`config.mk`:
```
export PLATFORM = sky130hd
export DESIGN_NAME = priority_resolver
export DESIGN_NICKNAME = d
export VERILOG_FILES = /design/src/rtl/priority_resolver_pkg.sv /design/src/rtl/prio_select.sv /design/src/rtl/priority_resolver.sv
export SDC_FILE = /design/constraint.sdc
export NUM_CORES = 1
export LEC_CHECK = 0
export CAP_MARGIN = 20
export CORE_MARGIN = 2
export CORE_UTILIZATION = 62
export DETAILED_ROUTE_END_ITERATION = 10
export DONT_BUFFER_PORTS = 1
export PLACE_DENSITY = 0.78
export RECOVER_POWER = 25
export SLEW_MARGIN = 20
export SYNTH_ARGS = -nofsm -noshare
export SYNTH_HDL_FRONTEND = slang
export SYNTH_SLANG_ARGS = --single-unit
```
`constraint.sdc`:
```
create_clock -name CLK -period 17.1 [get_ports CLK]
set_clock_uncertainty 0.15 [all_clocks]
set_input_delay 3.42 -clock CLK [delete_from_list [all_inputs] [get_ports CLK]]
set_output_delay 3.42 -clock CLK [all_outputs]
set_load 0.01 [all_outputs]
```
`src/rtl/priority_resolver_pkg.sv`:
```
// Shared definitions for the priority resolver.
// Holds the acknowledge-FSM state encoding, the lowest-priority pointer
// reset value, the spurious level, and a helper that gives a level's
// distance from the highest-priority slot.
package priority_resolver_pkg;

  // Acknowledge sequence states
  localparam logic [1:0] StIdle = 2'd0;
  localparam logic [1:0] StPend = 2'd1;
  localparam logic [1:0] StAck1 = 2'd2;

  // LP = 7 after reset, so IR0 has the highest priority
  localparam logic [2:0] LpReset = 3'd7;

  // Level reported when INTA arrives with no candidate
  localparam logic [2:0] SpuriousLevel = 3'd7;

  // Rank 0 is the highest-priority slot (LP+1), rank 7 the lowest (LP).
  function automatic logic [2:0] prio_rank(logic [2:0] level, logic [2:0] lp);
    return level - lp - 3'd1;
  endfunction

endpackage

```
`src/rtl/prio_select.sv`:
```
// Rotating priority selector.
// Picks the highest-priority set bit of vec, scanning from level lp+1
// (highest) round to level lp (lowest).
//   vec   : request vector, one bit per level
//   lp    : lowest-priority level
//   valid : at least one bit of vec is set
//   level : selected level (0 when valid is low)
module prio_select (
  input  logic [7:0] vec,
  input  logic [2:0] lp,
  output logic       valid,
  output logic [2:0] level
);

  logic [2:0] start;
  logic [7:0] rot;
  logic [2:0] offset;

  always_comb begin
    start  = lp + 3'd1;
    // Rotate right so the highest-priority level sits at bit 0
    rot    = 8'({vec, vec} >> start);
    valid  = |vec;
    offset = 3'd0;
    for (int i = 7; i >= 0; i--) begin
      if (rot[i]) offset = 3'(i);
    end
    level = valid ? start + offset : 3'd0;
  end

endmodule

```
`src/rtl/priority_resolver.sv`:
```
// 8-level interrupt priority resolver with rotating priority.
// Ports:
//   CLK, RESET   : clock and synchronous active-high reset
//   IRR, IMR     : latched requests and mask (1 = masked)
//   ISR          : in-service bits fed back from the ISR register
//   INTA         : one-cycle CPU acknowledge strobe (two per sequence)
//   EOI_NS       : one-cycle non-specific end-of-interrupt strobe
//   ROTATE_EN    : rotate priority on end of interrupt
//   AEOI         : automatic EOI on the second acknowledge
//   VECTOR_BASE  : vector bits T7..T3
//   INT          : interrupt request to CPU
//   interrupt    : one-hot ISR set pulse
//   EOI_CLR      : one-hot ISR clear pulse
//   DATA_OUT     : vector byte, valid with DATA_OE
//   DATA_OE      : one-cycle vector valid
module priority_resolver
  import priority_resolver_pkg::*;
(
  input  logic       CLK,
  input  logic       RESET,
  input  logic [7:0] IRR,
  input  logic [7:0] IMR,
  input  logic [7:0] ISR,
  input  logic       INTA,
  input  logic       EOI_NS,
  input  logic       ROTATE_EN,
  input  logic       AEOI,
  input  logic [4:0] VECTOR_BASE,
  output logic       INT,
  output logic [7:0] interrupt,
  output logic [7:0] EOI_CLR,
  output logic [7:0] DATA_OUT,
  output logic       DATA_OE
);

  logic [1:0] state_q, state_d;
  logic [2:0] lp_q, lp_d;
  logic [2:0] w_q, w_d;
  logic       spurious_q, spurious_d;
  logic       int_q, int_d;
  logic [7:0] interrupt_q, interrupt_d;
  logic [7:0] eoi_clr_q, eoi_clr_d;
  logic [7:0] data_out_q, data_out_d;
  logic       data_oe_q, data_oe_d;

  logic [7:0] req_vec;
  logic       req_valid, isr_valid, cand;
  logic [2:0] req_level, isr_level;

  assign req_vec = IRR & ~IMR;

  prio_select u_req_sel (
    .vec   (req_vec),
    .lp    (lp_q),
    .valid (req_valid),
    .level (req_level)
  );

  prio_select u_isr_sel (
    .vec   (ISR),
    .lp    (lp_q),
    .valid (isr_valid),
    .level (isr_level)
  );

  // Only the best request matters: if it does not beat the in-service
  // level, no lower-priority request can either.
  assign cand = req_valid &&
                (!isr_valid || (prio_rank(req_level, lp_q) < prio_rank(isr_level, lp_q)));

  always_comb begin
    state_d     = state_q;
    lp_d        = lp_q;
    w_d         = w_q;
    spurious_d  = spurious_q;
    int_d       = 1'b0;
    interrupt_d = 8'h00;
    eoi_clr_d   = 8'h00;
    data_out_d  = 8'h00;
    data_oe_d   = 1'b0;

    // Non-specific EOI is honoured in every state
    if (EOI_NS && isr_valid) begin
      eoi_clr_d = 8'b1 << isr_level;
      if (ROTATE_EN) lp_d = isr_level;
    end

    case (state_q)
      StIdle: begin
        if (cand) begin
          state_d = StPend;
          int_d   = 1'b1;
        end
      end
      StPend: begin
        if (INTA) begin
          state_d    = StAck1;
          spurious_d = !cand;
          w_d        = cand ? req_level : SpuriousLevel;
          if (cand) interrupt_d = 8'b1 << req_level;
        end else if (cand) begin
          int_d = 1'b1;
        end else begin
          state_d = StIdle;
        end
      end
      StAck1: begin
        if (INTA) begin
          state_d    = StIdle;
          data_out_d = {VECTOR_BASE, w_q};
          data_oe_d  = 1'b1;
          if (AEOI && !spurious_q) begin
            eoi_clr_d = eoi_clr_d | (8'b1 << w_q);
            // Assigned after the EOI_NS rotation so the AEOI level wins
            if (ROTATE_EN) lp_d = w_q;
          end
        end
      end
      default: state_d = StIdle;
    endcase
  end

  always_ff @(posedge CLK) begin
    if (RESET) begin
      state_q     <= StIdle;
      lp_q        <= LpReset;
      w_q         <= 3'd0;
      spurious_q  <= 1'b0;
      int_q       <= 1'b0;
      interrupt_q <= 8'h00;
      eoi_clr_q   <= 8'h00;
      data_out_q  <= 8'h00;
      data_oe_q   <= 1'b0;
    end else begin
      state_q     <= state_d;
      lp_q        <= lp_d;
      w_q         <= w_d;
      spurious_q  <= spurious_d;
      int_q       <= int_d;
      interrupt_q <= interrupt_d;
      eoi_clr_q   <= eoi_clr_d;
      data_out_q  <= data_out_d;
      data_oe_q   <= data_oe_d;
    end
  end

  assign INT       = int_q;
  assign interrupt = interrupt_q;
  assign EOI_CLR   = eoi_clr_q;
  assign DATA_OUT  = data_out_q;
  assign DATA_OE   = data_oe_q;

endmodule

```
==> reports/metrics.yaml <==
setup_path:
  r2r_cells: 18
  slowest_delay_ns: 0.62
  cp_max_fo: 8
  cp.buffers_inverters: 0
  critPathLaunchType: "input pin"
  path_delay_family: "adder cells"
  critPathArrivalTime_ns: 7.86
  endpoint_kind: "flop"
  crit_chain: "or3b_1 -> and2_1 -> mux4_2 -> nand2_2 -> nor2_1 -> o311ai_0 -> fa_1 -> nand2b_1 -> fa_1 -> xnor2_1 -> xnor2_1 -> ha_1 -> a21oi_1 -> nand3_1 -> o32a_4 -> nor4_1"
  reg2reg_slack_ns: 10.97
  criticalPathCategory: "input pin to flop"
  cp.depth: 16
  cp.required_ns: 17.13
  worst_path_max_delay_cell: "fa_1"
  r2r-end: "interrupt[3]"
sta:
  slew_viol_final: 0
  period_needed_ns: 7.829
  timing.final.crit_share_pct: 45.78
  rsz0062_at_grt: "false"
  setup_viol: 0
  hold_violations: 0
  maxSlewHeadroom_pct: 43.65
  holdWs_ns: 0.3498
  tightestPinTransition_ns: 0.8452
  max_freq_ghz: 0.1277
  fin_tns_setup_ns: 0
clocking:
  clk_path_buf_depth: 2
  cts_tree: "yes"
  hold_buffers: 0
  ctsResizeCount: 0
  numClockSinks: 35
  cts_inserted_buffers: 5
  htreeDepth: 2
  cts_root_buffer: "clkbuf_8"
  clkLatencyLatePin_ns: 0.27
  clkSlewWorstSetupHoldPaths_ns: 0.06
  post_cts_buffers: 0
layout:
  syn2layout_area_growth_pct: 3.443
  multi_input_area_mm2: 0.001749
  fin_nets: 326
  antenna_cells: 0
  layout_common_cells: "dfxtp_1, nand2_1, nor2_1"
  final_common_cell: "dfxtp_1"
  drive_above_1_share_pct: 10.25
  seq_area_um2: 700.7
  n_fill_cell: 331
  instances_no_fill: 333
run:
  maxCapViolations: 0
place:
  hpwl_um: 3972
  portBuffers: 0
  dp.cells: 325
  place.gp.congestion: 0.8658
floorplanning:
  fp.dieH_um: 68.05
  die_area_mm2: 0.004631
  die_x_um: 68.05
  rows: 23
  start_util_pct: 64.05
  coreArea_mm2: 0.003971
  ios: 61
drt:
  routed_wirelength_um: 5228
  vias_per_cell: 6.243
  drc_errors: 0
  routedWlPerCell_um: 15.70
  drt_iter0_drc: 138
  dr.pass1.iters: 4
  antenna_left: 0
  num_vias: 2079
worst_hold_path:
  hp-class: "flop to flop"
  min_path_cells: 2
  min_from: "state_q[1]"
  min_to: "state_q[1]"
synthesis:
  seq_area_frac_synth_pct: 27.55
  avgSynthCellArea_um2: 8.863
  syn_area_mm2: 0.002544
  async_reset_ff_share_pct: 0
  synthesis.yosys.warnings: 0
  syn-num-nets: 331
  synth-edff-count: 0
  synth_cell_type_count: 61
  synthFlopType: "dfxtp_1"
  synth-seq-cells: 35
  syn_inst: 287
global_routing:
  antenna_found_initial: 0
  grtUsageTotal_pct: 23.60
  grt_pass1_wl_um: 8514
  grt_pass1_vias: 1910
  grt_max_degree: 24
  grt.overflow.total: 0
status:
  status: "finished clean"
pwr:
  ir_drop_mv: 0.06614
  p_leak_nw: 0.9625
  cellPowerDensity_mw_per_mm2: 134.1
flip-flops by register name (all words and copies together) (netlist names), named ones only:
register / count
EOI_CLR: 8
DATA_OE: 1
spurious_q: 1
INT: 1
w_q: 3
state_q: 2
interrupt: 8
DATA_OUT: 8
power breakdown:
part	internal, W	leakage [nW]	switching (W)
Sequential	0.0000899	0.284	0.0000101
Clock	0.0000285	0.0422	0.0000262
Combinational	0.0000842	0.636	0.000114
Total	0.000203	0.963	0.000150
metrics by stage:
step / utilization [%] / total power, W / worst slack, ns / area (um^2)
3_3_place_gp: 64.21 / 0.0002908 / 9.096 / 2550
6_report: 66.26 / 0.0003529 / 9.271 / 2631
3_5_place_dp: 64.21 / 0.0002979 / 8.978 / 2550
2_1_floorplan: - / 0.0002640 / 9.253 / 2544
5_1_grt: 66.26 / 0.0003800 / 8.912 / 2631
4_1_cts: 66.26 / 0.0003522 / 9.249 / 2631
tightest hold or removal path, cell delays in order, from the launching register on:
cell and delay (ns):
dfxtp_1 0.34, nand2_1 0.07, a21oi_1 0.05
per-layer routing:
metal  vias up  track usage (%)  share of wire [%]
met2        60            38.11                 47
met5         -                0                  0
li1       1055                -                  -
met1       958            32.89                 48
met3         6            4.934                4.3
met4         0            4.250                1.0
Yosys cell counts (all sizes together), types with 6 or more instances:
library cell,n,area share [%]
dfxtp,35,28
nand2,28,4.2
nor2,21,3.1
nand2b,16,3.9
and2,12,3.0
mux2i,12,4.7
inv,10,1.5
o21ai,10,2.0
a21oi,9,1.8
nand3,8,1.6
xnor2,8,3.0
buf,7,1.5
mux4,7,6.3
mux2,6,2.8
nand3b,6,1.8
nor2b,6,1.5
nor4,6,1.5
o22ai,6,1.5
area by class of cell:
| cell class | instances | share of cell area (%) |
|---|---|---|
| tap | 50 | 2.378 |
| multi-input combinational | 230 | 66.48 |
| clock inverter | 1 | 0.1902 |
| clock buffer | 7 | 2.901 |
| inverter | 10 | 1.427 |
| sequential | 35 | 26.63 |
how the worst max path moves through the flow:
stage	endpoint	startpoint
after floorplan	interrupt[6]	IMR[7]
after global placement	interrupt[3]	IMR[7]
after detailed placement	interrupt[3]	IMR[7]
after CTS	interrupt[2]	IMR[7]
after global routing	interrupt[2]	IMR[7]
final	interrupt[3]	IMR[7]
logic make-up (layout without fill, tap and decap cells):
family | after synthesis | in the layout | share of synthesized area (%)
AO/OA/AOI/OAI | 61 | 61 | 18.45
XOR/XNOR | 11 | 11 | 4.821
adder cells (fa/ha/maj) | 9 | 9 | 5.608
buffers and inverters | 22 | 18 | 3.689
flip-flops | 35 | 35 | 27.55
multiplexers | 25 | 25 | 13.87
AND/OR/NAND/NOR | 124 | 124 | 26.02
(Power assumes the default switching activity.)
